File: src/rtl/avalon_burst_mem_tester_pkg.sv
// avalon_burst_mem_tester_pkg: shared state encodings, pattern modes and LFSR constants
package avalon_burst_mem_tester_pkg;
   typedef enum logic [2:0] {
      ST_IDLE,
      ST_WAIT_INIT,
      ST_WRITE,
      ST_READ,
      ST_DRAIN,
      ST_DONE
   } state_t;
   localparam logic [1:0] MODE_ADDR = 2'd0;
   localparam logic [1:0] MODE_LFSR = 2'd1;
   localparam logic [1:0] MODE_WALK = 2'd2;
   localparam logic [1:0] MODE_CHECK = 2'd3;
   localparam logic [31:0] LFSR_POLY = 32'h0040_0007;
   localparam logic [31:0] CHECK_EVEN = 32'h5555_5555;
   localparam logic [31:0] CHECK_ODD = 32'hAAAA_AAAA;
   function automatic logic [31:0] lfsr_next(input logic [31:0] s);
      return {s[30:0], 1'b0} ^ (s[31] ? LFSR_POLY : 32'd0);
   endfunction
endpackage

File: src/rtl/avalon_burst_mem_tester_pattern_gen.sv
// mem_test_pattern_gen: per-word 32-bit test pattern replicated across the data bus
module mem_test_pattern_gen
   import avalon_burst_mem_tester_pkg::*;
#(
   parameter int DATA_W = 512,
   parameter logic [31:0] SEED = 32'hACE1_2345
) (
   input logic clk,
   input logic rst,
   input logic [1:0] mode,
   input logic restart,
   input logic advance,
   output logic [DATA_W-1:0] word
);
   logic [31:0] idx_q, idx_d, lfsr_q, lfsr_d, pat;
   always_comb begin
      idx_d = restart ? 32'd0 : advance ? idx_q + 32'd1 : idx_q;
      lfsr_d = restart ? SEED : advance ? lfsr_next(lfsr_q) : lfsr_q;
      pat = mode == MODE_ADDR ? idx_q :
            mode == MODE_LFSR ? lfsr_q :
            mode == MODE_WALK ? 32'd1 << idx_q[4:0] :
            idx_q[0] ? CHECK_ODD : CHECK_EVEN;
   end
   assign word = {(DATA_W/32){pat}};
   always_ff @(posedge clk) begin
      if (rst) begin
         idx_q <= '0;
         lfsr_q <= SEED;
      end else begin
         idx_q <= idx_d;
         lfsr_q <= lfsr_d;
      end
   end
endmodule

File: src/rtl/avalon_burst_mem_tester.sv
// avalon_burst_mem_tester: Avalon burst write-then-read-back memory tester with pattern compare
module avalon_burst_mem_tester
   import avalon_burst_mem_tester_pkg::*;
#(
   parameter int ADDR_W = 24,
   parameter int DATA_W = 512,
   parameter int BURST_LEN = 4,
   parameter int SIZE_W = 3,
   parameter int NUM_WORDS = 1024,
   parameter logic [31:0] SEED = 32'hACE1_2345
) (
   input logic iCLK,
   input logic iRST,
   input logic iSTART,
   input logic [1:0] iMODE,
   input logic local_init_done,
   input logic avl_waitrequest_n,
   output logic [ADDR_W-1:0] avl_address,
   output logic avl_burstbegin,
   output logic [SIZE_W-1:0] avl_size,
   output logic avl_write,
   output logic [DATA_W-1:0] avl_writedata,
   output logic avl_read,
   input logic avl_readdatavalid,
   input logic [DATA_W-1:0] avl_readdata,
   output logic drv_status_pass,
   output logic drv_status_fail,
   output logic drv_status_test_complete,
   output logic [15:0] err_count,
   output logic [ADDR_W-1:0] first_err_addr
);
   localparam logic [ADDR_W-1:0] LAST_BURST_ADDR = ADDR_W'(NUM_WORDS - BURST_LEN);
   localparam logic [ADDR_W-1:0] BURST_STEP = ADDR_W'(BURST_LEN);
   localparam logic [SIZE_W-1:0] LAST_BEAT = SIZE_W'(BURST_LEN - 1);
   localparam logic [ADDR_W:0] WORDS = (ADDR_W+1)'(NUM_WORDS);

   state_t state_q, state_d;
   logic [1:0] mode_q, mode_d;
   logic [ADDR_W-1:0] addr_q, addr_d, first_q, first_d, cmp_addr_q, cmp_addr_d;
   logic [SIZE_W-1:0] beat_q, beat_d;
   logic [ADDR_W:0] rcv_q, rcv_d;
   logic write_q, write_d, read_q, read_d, bb_q, bb_d;
   logic pass_q, pass_d, fail_q, fail_d, done_q, done_d;
   logic cmp_v_q, cmp_v_d, cmp_bad_q, cmp_bad_d;
   logic [15:0] err_q, err_d;
   logic wr_restart, wr_adv, exp_restart, exp_adv, accept;
   logic [DATA_W-1:0] wr_word, exp_word;

   mem_test_pattern_gen #(.DATA_W(DATA_W), .SEED(SEED)) u_wr_gen (
      .clk(iCLK), .rst(iRST), .mode(mode_q),
      .restart(wr_restart), .advance(wr_adv), .word(wr_word)
   );

   mem_test_pattern_gen #(.DATA_W(DATA_W), .SEED(SEED)) u_exp_gen (
      .clk(iCLK), .rst(iRST), .mode(mode_q),
      .restart(exp_restart), .advance(exp_adv), .word(exp_word)
   );

   always_comb begin
      state_d = state_q;
      mode_d = mode_q;
      addr_d = addr_q;
      beat_d = beat_q;
      write_d = write_q;
      read_d = read_q;
      bb_d = 1'b0;
      pass_d = pass_q;
      fail_d = fail_q;
      done_d = done_q;
      err_d = err_q;
      first_d = first_q;
      rcv_d = rcv_q;
      cmp_v_d = 1'b0;
      cmp_bad_d = cmp_bad_q;
      cmp_addr_d = cmp_addr_q;
      wr_restart = 1'b0;
      wr_adv = 1'b0;
      exp_restart = 1'b0;
      exp_adv = 1'b0;
      accept = avl_waitrequest_n && (write_q || read_q);
      // compare result retires one cycle after its beat
      if (cmp_v_q && cmp_bad_q) begin
         err_d = err_q == 16'hFFFF ? err_q : err_q + 16'd1;
         first_d = err_q == 16'd0 ? cmp_addr_q : first_q;
      end
      if (avl_readdatavalid && (state_q == ST_READ || state_q == ST_DRAIN) && rcv_q != WORDS) begin
         cmp_v_d = 1'b1;
         cmp_bad_d = avl_readdata != exp_word;
         cmp_addr_d = rcv_q[ADDR_W-1:0];
         rcv_d = rcv_q + 1'b1;
         exp_adv = 1'b1;
      end
      case (state_q)
         ST_IDLE, ST_DONE: if (iSTART) begin
            state_d = ST_WAIT_INIT;
            mode_d = iMODE;
            pass_d = 1'b0;
            fail_d = 1'b0;
            done_d = 1'b0;
            err_d = '0;
            first_d = '0;
            rcv_d = '0;
            wr_restart = 1'b1;
            exp_restart = 1'b1;
         end
         ST_WAIT_INIT: if (local_init_done) begin
            state_d = ST_WRITE;
            write_d = 1'b1;
            bb_d = 1'b1;
            addr_d = '0;
            beat_d = '0;
         end
         ST_WRITE: if (accept) begin
            wr_adv = 1'b1;
            beat_d = beat_q + 1'b1;
            if (beat_q == LAST_BEAT) begin
               beat_d = '0;
               bb_d = 1'b1;
               if (addr_q == LAST_BURST_ADDR) begin
                  state_d = ST_READ;
                  write_d = 1'b0;
                  read_d = 1'b1;
                  addr_d = '0;
                  wr_restart = 1'b1;
               end else begin
                  addr_d = addr_q + BURST_STEP;
               end
            end
         end
         ST_READ: if (accept) begin
            if (addr_q == LAST_BURST_ADDR) begin
               state_d = ST_DRAIN;
               read_d = 1'b0;
            end else begin
               addr_d = addr_q + BURST_STEP;
               bb_d = 1'b1;
            end
         end
         ST_DRAIN: if (rcv_q == WORDS && !cmp_v_q) begin
            state_d = ST_DONE;
            done_d = 1'b1;
            pass_d = err_q == 16'd0;
            fail_d = err_q != 16'd0;
         end
         default: ;
      endcase
   end

   always_ff @(posedge iCLK) begin
      if (iRST) begin
         state_q <= ST_IDLE;
         mode_q <= '0;
         addr_q <= '0;
         beat_q <= '0;
         write_q <= 1'b0;
         read_q <= 1'b0;
         bb_q <= 1'b0;
         pass_q <= 1'b0;
         fail_q <= 1'b0;
         done_q <= 1'b0;
         err_q <= '0;
         first_q <= '0;
         rcv_q <= '0;
         cmp_v_q <= 1'b0;
         cmp_bad_q <= 1'b0;
         cmp_addr_q <= '0;
      end else begin
         state_q <= state_d;
         mode_q <= mode_d;
         addr_q <= addr_d;
         beat_q <= beat_d;
         write_q <= write_d;
         read_q <= read_d;
         bb_q <= bb_d;
         pass_q <= pass_d;
         fail_q <= fail_d;
         done_q <= done_d;
         err_q <= err_d;
         first_q <= first_d;
         rcv_q <= rcv_d;
         cmp_v_q <= cmp_v_d;
         cmp_bad_q <= cmp_bad_d;
         cmp_addr_q <= cmp_addr_d;
      end
   end

   assign avl_address = addr_q;
   assign avl_burstbegin = bb_q;
   assign avl_size = SIZE_W'(BURST_LEN);
   assign avl_write = write_q;
   assign avl_writedata = write_q ? wr_word : '0;
   assign avl_read = read_q;
   assign drv_status_pass = pass_q;
   assign drv_status_fail = fail_q;
   assign drv_status_test_complete = done_q;
   assign err_count = err_q;
   assign first_err_addr = first_q;
endmodule

File: config.mk
export PLATFORM = sky130hd
export DESIGN_NAME = avalon_burst_mem_tester
export DESIGN_NICKNAME = d
export VERILOG_FILES = /design/src/rtl/avalon_burst_mem_tester_pkg.sv /design/src/rtl/avalon_burst_mem_tester_pattern_gen.sv /design/src/rtl/avalon_burst_mem_tester.sv
export SDC_FILE = /design/constraint.sdc
export NUM_CORES = 1
export LEC_CHECK = 0
export CAP_MARGIN = 15
export CORE_AREA = 2 2 425 427
export CTS_BUF_LIST = sky130_fd_sc_hd__clkbuf_8
export CTS_CLUSTER_DIAMETER = 120
export DETAILED_ROUTE_END_ITERATION = 10
export DIE_AREA = 0 0 427 429
export PLACE_DENSITY = 0.3
export SLEW_MARGIN = 0
export SYNTH_ARGS = -nofsm -noshare
export SYNTH_HDL_FRONTEND = slang
export SYNTH_SLANG_ARGS = --single-unit
File: constraint.sdc
create_clock -name iCLK -period 9.66 [get_ports iCLK]
set_input_delay 1.932 -clock iCLK [delete_from_list [all_inputs] [get_ports iCLK]]
set_output_delay 1.932 -clock iCLK [all_outputs]
set_load 0.1 [all_outputs]
## Word level (Yosys, flattened, before mapping)

Cells that the tools add are included.

| word-level totals | value |
|---|---|
| input bits | 520 |
| output and inout port bits | 585 |
| logic and storage cells | 153 |
| flip-flop bits (word level) | 257 |

| cells by class | value |
|---|---|
| bitwise gates (word level) | 2 |
| equal/unequal tests | 22 |
| shift-type cells | 2 |
| multiplexer cells | 74 |
| add/sub/neg operators | 6 |
| reduce and logical (&&, ||, !) cells | 27 |

Operators with widths:

| cell | number |
|---|---|
| 512-bit two-way mux | 1 |
| 512-bit inequality test | 1 |
| 32-bit two-way mux | 8 |
| 24-bit two-way mux | 10 |
| 25-bit two-way mux | 3 |
| 24-bit case mux with 3 select lines | 1 |
| 32-bit by 1-bit adder with 32-bit output (second input constant) | 2 |
| 16-bit two-way mux | 4 |
| 1-bit by 5-bit left shift with 32-bit output (first input constant) | 2 |
| 32-bit XOR | 2 |
| 23-bit two-way mux | 2 |
| 3-bit two-way mux | 11 |
| 25-bit by 1-bit adder with 25-bit output (second input constant) | 1 |
| 25-bit by 11-bit equality test with 1-bit output (second input constant) | 1 |
| 1-bit two-way mux | 25 |
| 25-bit by 11-bit inequality test with 1-bit output (second input constant) | 1 |
| 24-bit by 3-bit adder with 24-bit output (second input constant) | 1 |
| 24-bit by 10-bit equality test with 1-bit output (second input constant) | 1 |
| 16-bit by 1-bit adder with 16-bit output (second input constant) | 1 |
| 16-bit equality test (second input constant) | 1 |
| 16-bit zero test | 1 |
| 16-bit nonzero test | 1 |
| 3-bit case mux with 5 select lines | 1 |
| 2-bit inequality test (second input constant) | 7 |
| other kinds (24) | 44 |

## Depth between registers and ports, before layout

Gate-level depths: netlist of run 1.

| logic depth | value |
|---|---|
| depth after elaboration | 7 |
| mapped depth | 16 |
| depth with buffers taken out | 11 |

## By module

From an unflattened synthesis of run 1, not the netlist that was laid out.

| unflattened totals | value |
|---|---|
| cells, all modules | 3835 |
| area total of the unflattened synthesis | 29026.6 um2 |

By module, submodules not included:

| module | times used | area each (um2) | cells each |
|---|---|---|---|
| avalon_burst_mem_tester | 1 | 14596.5 | 1961 |
| mem_test_pattern_gen (u_exp_gen) | 1 | 7278.2 | 935 |
| mem_test_pattern_gen (u_wr_gen) | 1 | 7151.9 | 939 |

## Least setup slack after synthesis of run 1

Ideal clock, no wire load.

| timing | value |
|---|---|
| path kind | register to output |
| start | register mode_q[1] |
| end | output port avl_writedata[115] |
| required time | 7.728 ns |
| path slack | 1.689 ns |
| arrival | 6.039 ns |
| cell stages (with the launch flop) | 12 |
| path buffers | 9 |
| cells stage by stage | dfxtp_1 buf_2 buf_2 buf_2 buf_2 clkbuf_1 buf_1 clkbuf_1 buf_1 o211ai_1 a21boi_0 buf_4 |

| on the way | value |
|---|---|
| cells in the longest elaborated chain, start to end | 5 |

RTL lines:

| element | line | RTL |
|---|---|---|
| from (decl) | avalon_burst_mem_tester.sv:38 | `logic [1:0] mode_q, mode_d;` |
| from (signal assigned) | avalon_burst_mem_tester.sv:169 | `mode_q <= mode_d;` |
| 2-bit equality test | avalon_burst_mem_tester_pattern_gen.sv:21 | `mode == MODE_WALK ? 32'd1 << idx_q[4:0] :` |
| 32-bit two-way mux | avalon_burst_mem_tester_pattern_gen.sv:21 |  |
| 32-bit two-way mux | avalon_burst_mem_tester_pattern_gen.sv:20 | `mode == MODE_LFSR ? lfsr_q :` |
| 32-bit two-way mux (*) | avalon_burst_mem_tester_pattern_gen.sv:19 | `pat = mode == MODE_ADDR ? idx_q :` |
| 512-bit two-way mux (*) | avalon_burst_mem_tester.sv:191 | `assign avl_writedata = write_q ? wr_word : '0;` |
| to (decl) | avalon_burst_mem_tester.sv:22 | `output logic [DATA_W-1:0] avl_writedata,` |

Every way passes the cells marked *; elsewhere a longest branch is shown, timed or not.

## Final worst setup path of run 1

| timing | value |
|---|---|
| start | register mode_q[1] |
| end | output port avl_writedata[46] |

Same word-level chain as after synthesis.

==> results.tsv, run 1 <==
stage	metric	value	unit
global_routing	Total GRT Usage	18.0	%
logic_synthesis	Top FF cell, synth	dfxtp_1	
global_routing	first-pass GRT wire length	229000	um
layout	Filler cells	20095	
pwr	Comb power frac	57.8	%
global_routing	initial antenna violation count	90	
pwr	VDD IR-drop max	0.104	mV
layout	Util after Layout	19.5	%
sta	hold slack	0.449	ns
pwr	PD cells	168	nW/um^2
clock_network	CTS root buffer	clkbuf_8	
sta	Worst-Margin Slew	1.25	ns
critical_path	CP startpoint kind	register	
die	Rows	155	
logic_synthesis	Post-synth EDFFs	0	
logic_synthesis	sequential share of the synthesized area	22.1	%
pwr	Pleak	11.6	nW
clock_network	clk buf depth	3	
detailed_routing	Pre-antenna DRT Iters	8	
layout	area occupied by multi-input gates	13500	um^2
clock_network	cts bufs inserted	55	
clock_network	TritonCTS Sinks	255	
critical_path	reg2reg path depth	11	
pwr	sequential cell fraction of total power	19.2	%
sta	clk_skew	0.0536	ns
placed_design	IO Port Bufs	1099	
critical_path	Worst Path Arrival	4.89	ns
layout	share of cells above drive strength 1	6.51	%
clock_network	CTS tree	yes	
die	IO Pins	1105	
hold_path	Hold EP	u_wr_gen.lfsr_q[10]	
die	core area	178000	um^2
die	Die H	429	um
detailed_routing	drc violations	0	
die	Die X	427	um
die	die area	183000	um^2
layout	Layout area overhead	50.7	%
detailed_routing	Routed Antenna Nets	0	
placed_design	Final HPWL DP	143000	um
placed_design	Routability Congestion	0.946	
sta	total negative setup slack	0	ns
logic_synthesis	synth unique cells	93	
detailed_routing	routed vias/inst	4.25	
critical_path	WP data required	7.73	ns
die	Initial Utilization	13.0	%
sta	Setup-failing EPs final	0	
sta	Slew HR	14.8	%
pwr	switching power	0.00319	W
critical_path	worst reg2reg path endpoint	cmp_bad_q	
detailed_routing	DRT iter0 DRCs	2296	
sta	fin crit share	70.6	%
layout	Non-Filler Instances	6229	
layout	Final nets	4330	
critical_path	reg2reg setup slack	3.77	ns
logic_synthesis	Post-Syn Instances	3190	
sta	Slew Viols, Final	0	
detailed_routing	Routed WL	174000	um
global_routing	largest net degree at the start of global routing	66	
hold_path	hold path start	u_wr_gen.lfsr_q[9]	
clock_network	CTS H-tree depth	2	
logic_synthesis	Async SR Flop Fraction	0	%
global_routing	vias in the first global route	25354	
hold_path	Hold Path Cell Cnt	2	
critical_path	Critical R2R Launch	mode_q[0]	
layout	Storage cell area	5110	um^2
logic_synthesis	Synth Warn #	0	
detailed_routing	routed vias	26454	
logic_synthesis	FF+latch count, synth	255	
run_status	status	completed	
pwr	internal power	0.00265	W
logic_synthesis	Post-Synthesis Mean Instance Area	7.23	um^2
clock_network	post-CTS resize count	0	
critical_path	maximum fanout along the worst path	37	
clock_network	Reg clk slew, reported paths	0.07	ns
clock_network	Clk Latency, worst-skew pair	0.71	ns
sta	Final Hold Viols	0	
critical_path	Crit Path Category	register to output pin	
detailed_routing	Wirelength per Cell	27.9	um
sta	post-layout min period	6.82	ns
sta	RSZ-0062 raised after global routing	false	
job	max_cap viols	0	
global_routing	grt ovf	0	
placed_design	Placed Cells	6088	
clock_network	Setup Buffers After CTS	0	
clock_network	hold-fix buffers at CTS	0	
hold_path	worst min path class	register to register	
pwr	Clk network pwr share	23.1	%
pwr	sw frac	54.6	%
logic_synthesis	synthesized area	23100	um^2
critical_path	CP Capture Type	output pin	
sta	FMAX	147	MHz
-- final cells by class --
| class | instances | share of cell area [%] |
|---|---|---|
| diodes | 36 | 0.259 |
| clock buffers | 75 | 2.97 |
| clock inverters | 28 | 0.587 |
| inverters | 66 | 0.713 |
| multi-input cells | 2233 | 38.9 |
| flip-flops and latches | 255 | 14.7 |
| well taps | 2355 | 8.47 |
| repair buffers | 1181 | 33.4 |
-- power by group through the flow --
stage / Sequential (W) / Clock [W] / Combinational [W]
3_3_place_gp: 0.00114 / 0 / 0.00339
2_1_floorplan: 0.00113 / 0 / 0.00239
3_5_place_dp: 0.00114 / 0 / 0.00337
5_1_grt: 0.00112 / 0.00146 / 0.00348
6_report: 0.00112 / 0.00135 / 0.00337
4_1_cts: 0.00112 / 0.00143 / 0.00338
-- synth_stat cells, types with 31 or more instances --
cell type | count | area [um^2]
buf_4 | 487 | 3660
nand2_1 | 345 | 1290
nor2_1 | 318 | 1190
dfxtp_1 | 255 | 5100
a21oi_1 | 197 | 986
o21ai_0 | 135 | 676
clkbuf_1 | 110 | 413
nand3_1 | 109 | 546
xor2_1 | 101 | 885
nor3_1 | 90 | 450
xnor2_1 | 75 | 657
mux2i_1 | 73 | 731
nand4_1 | 72 | 450
inv_1 | 64 | 240
nor4_1 | 60 | 375
and3_1 | 48 | 300
o22ai_1 | 47 | 294
nor2b_1 | 42 | 263
o211ai_1 | 31 | 233
-- metrics by stage --
step / instance area [um^2] / worst slack, ns / power, W
5_1_grt: 34700 / 2.49 / 0.00607
2_1_floorplan: 23100 / 1.69 / 0.00352
3_3_place_gp: 33400 / 3.35 / 0.00453
3_5_place_dp: 33400 / 3.24 / 0.00451
6_report: 34800 / 2.84 / 0.00584
4_1_cts: 34700 / 2.38 / 0.00593
-- worst max-delay path, cell delays in order, from the launching register on --
cell	delay, ns
dfxtp_4	0.69
nor2_1	0.16
a21oi_1	0.54
nand2_1	0.40
o21ai_0	0.25
o211a_1	0.82
clkdlybuf4s50_1	1.29
-- sequential cells by signal, indices dropped and copies added (netlist names), 2 cells and up --
signal and cells:
u_exp_gen.idx_q 32, u_exp_gen.lfsr_q 32, u_wr_gen.idx_q 32, u_wr_gen.lfsr_q 32, rcv_q 25, cmp_addr_q 24, first_err_addr 24, avl_address 22
err_count 16, beat_q 3, state_q 3, mode_q 2
-- routing by layer --
layer	GRT usage (%)	wire, um	vias to the layer above
met5	0	161	-
met4	6.45	6440	22
met3	3.28	11000	291
met2	31.9	86400	1226
met1	21.4	70000	12716
li1	-	-	12199
-- kinds of logic (layout without fill, tap and decap cells) --
family                   after synthesis  in the layout  share of synthesized area, %
buffers and inverters                705           1350                          19.6
multiplexers                         100            100                          4.60
flip-flops                           255            255                          22.1
other                                  2             41                        0.0325
AO/OA/AOI/OAI                        670            670                          19.1
adder cells (fa/ha/maj)               18             18                         0.976
XOR/XNOR                             176            176                          6.68
AND/OR/NAND/NOR                     1264           1264                          26.9
-- placed cells by master, fill, tap and decap left out, drive strengths merged, types with 23 or more instances in the layout --
| cell | instances |
|---|---|
| diode | 36 |
| a2111oi | 23 |
| mux2 | 25 |
| nor3 | 91 |
| nand3 | 109 |
| a21oi | 197 |
| or4 | 30 |
| clkdlybuf4s50 | 1096 |
| o221ai | 24 |
| o21ai | 138 |
| a211oi | 24 |
| nor4 | 60 |
| dfxtp | 255 |
| and3 | 48 |
| clkbuf | 75 |
| o211ai | 31 |
| inv | 83 |
| nand4 | 72 |
| xnor2 | 75 |
| xor2 | 101 |
| nor2b | 42 |
| nand2 | 346 |
| mux2i | 73 |
| or3 | 30 |
| buf | 85 |
| o22ai | 48 |
| nor2 | 321 |
-- worst max path at each step --
stage	startpoint	endpoint	slack (ns)	depth (start not counted)
CTS	mode_q[1]	avl_writedata[47]	2.38	6
finish	mode_q[1]	avl_writedata[46]	2.84	6
floorplan	mode_q[1]	avl_writedata[115]	1.69	11
global route	mode_q[1]	avl_writedata[462]	2.49	6
global placement	mode_q[0]	avl_writedata[47]	3.35	7
detailed placement	mode_q[1]	avl_writedata[47]	3.24	6
Power figures use the tool's default switching activity.
==> run 2, diff against run 1 <==
Clock period 9.66 ns to 6.9 ns, I/O delays scaled along.
==> run 2 against run 1 <==
Effect of this change:
- the run now ends with capacitance limit left
- power rose by 34%
- cell area fell by 3.8%
- flip-flop and latch count did not move
- sequential power rose by 40%
- worst setup slack got worse by 1.9 ns
- clock skew fell by 0.0069 ns
- routed wire length rose by 2.3%
- critical path type unchanged
- largest power group unchanged
==> results.tsv, run 2 (synthesized netlist as in run 1, its figures left out) <==
stage	metric	value	unit
run_status	status	finished with violations	
run_status	failing checks	capacitance limit	
detailed_routing	Routed Antenna Nets	0	
clock_network	hold-fix buffers at CTS	0	
layout	most frequent cells in the layout	clkdlybuf4s50_1, buf_4, nand2_1	
sta	Final Hold Viols	0	
pwr	VDD IR-drop max	0.128	mV
layout	Final nets	4329	
critical_path	worst reg2reg path endpoint	cmp_bad_q	
sta	fin crit share	86.1	%
die	Rows	155	
critical_path	WP data required	5.52	ns
clock_network	post-CTS resize count	0	
hold_path	hold path start	cmp_addr_q[2]	
clock_network	Clk Latency, worst-skew pair	0.70	ns
layout	commonest non-fill, non-tap cell in the layout	clkdlybuf4s50_1	
critical_path	Critical R2R Launch	u_exp_gen.idx_q[0]	
global_routing	first-pass GRT wire length	234000	um
clock_network	clk buf depth	3	
global_routing	Total GRT Usage	18.5	%
sta	Slew Viols, Final	0	
clock_network	CTS tree	yes	
sta	total negative setup slack	0	ns
critical_path	CP startpoint	mode_q[0]	
sta	Setup-failing EPs final	0	
detailed_routing	drc violations	0	
sta	FMAX	168	MHz
hold_path	Hold Path Cell Cnt	2	
clock_network	CTS root buffer	clkbuf_8	
pwr	Pleak	12.4	nW
sta	Slew HR	1.16	%
detailed_routing	Routed WL	178000	um
job	max_cap viols	1	
die	die area	183000	um^2
layout	Layout area overhead	45.0	%
clock_network	cts bufs inserted	54	
detailed_routing	routed vias/inst	4.27	
critical_path	CP startpoint kind	register	
critical_path	Crit Path Category	register to output pin	
die	IO Pins	1105	
die	core area	178000	um^2
die	Die H	429	um
die	Initial Utilization	13.0	%
global_routing	vias in the first global route	25631	
critical_path	maximum fanout along the worst path	46	
layout	share of cells above drive strength 1	17.1	%
hold_path	Hold EP	cmp_addr_q[2]	
sta	RSZ-0062 raised after global routing	false	
global_routing	grt ovf	0	
sta	post-layout min period	5.94	ns
hold_path	worst min path class	register to register	
pwr	PD cells	234	nW/um^2
placed_design	Routability Congestion	0.947	
detailed_routing	Pre-antenna DRT Iters	6	
layout	Util after Layout	18.8	%
critical_path	CP Capture Type	output pin	
clock_network	CTS H-tree depth	2	
global_routing	largest net degree at the start of global routing	124	
sta	Worst-Margin Slew	1.45	ns
critical_path	reg2reg setup slack	1.39	ns
clock_network	TritonCTS Sinks	255	
placed_design	Final HPWL DP	148000	um
placed_design	IO Port Bufs	1099	
detailed_routing	Wirelength per Cell	28.7	um
sta	clk_skew	0.0468	ns
global_routing	initial antenna violation count	84	
detailed_routing	DRT iter0 DRCs	2135	
die	Die X	427	um
clock_network	Setup Buffers After CTS	0	
critical_path	Worst Path Arrival	4.56	ns
clock_network	Reg clk slew, reported paths	0.05	ns
critical_path	reg2reg path depth	12	
detailed_routing	routed vias	26495	
-- run 2: changes by cell type in the layout (fill, tap and decap cells not counted), sizes merged --
cell,change
diode,-9
clkdlybuf4s50,-421
clkbuf,-14
clkinvlp,-2
clkinv,+1
buf,+421
bufinv,-2
inv,+5
-- run 2: how the worst max path moves through the flow --
stage	end	slack, ns	cells past startpoint
global placement	cmp_bad_q	1.53	9
detailed placement	avl_writedata[439]	1.60	7
global route	avl_writedata[55]	0.65	7
finish	avl_writedata[439]	0.96	7
floorplan	avl_writedata[115]	0.60	11
CTS	avl_writedata[439]	0.83	7
-- run 2: area by class of cell --
class / instances / area (um^2)
diodes: 27 / 67.6
clock buffers: 61 / 840
repair buffers: 1181 / 10600
flip-flops and latches: 255 / 5110
inverters: 66 / 248
multi-input cells: 2233 / 13500
fillers: 20191 / 145000
clock inverters: 30 / 148
well taps: 2355 / 2950
-- run 2: where the power goes --
| group | switching [W] | internal [W] | total [W] |
|---|---|---|---|
| sequential | 0.0000769 | 0.00150 | 0.00157 |
| combinational | 0.00359 | 0.00108 | 0.00467 |
| clock | 0.000779 | 0.000800 | 0.00158 |
-- run 2: metrics by stage --
step / worst slack, ns / hold WS [ns] / instances / area [um^2] / power [W]
floorplan: 0.601 / 0.436 / 3193 / 23100 / 0.00493
detailed placement: 1.60 / 0.453 / 6090 / 32400 / 0.00627
global route: 0.649 / 0.480 / 6200 / 33400 / 0.00812
global placement: 1.53 / 0.455 / 6088 / 32400 / 0.00630
finish: 0.956 / 0.460 / 6208 / 33500 / 0.00782
CTS: 0.827 / 0.464 / 6181 / 33400 / 0.00793
-- run 2: critical path: stages (launching register included) --
cell and delay [ns]:
dfxtp_4 0.73, inv_2 0.07, nor2_1 0.29, a21oi_1 0.21, o21ai_0 0.17, o211ai_1 0.16
a21boi_2 0.89, clkdlybuf4s50_1 1.31
-- run 2: layer usage --
metal,global-route usage [%],vias up,wire (um)
met4,6.64,14,6520
met5,0,-,103
li1,-,12174,-
met2,33.0,1177,89700
met3,3.26,294,10400
met1,21.8,12836,71100
==> run 3, diff against run 2 <==
Settings changed: SKIP_LAST_GASP set to 1.
==> results of run 3 <==
Same layout as run 2: the final DEF is identical, and so are final timing and power.
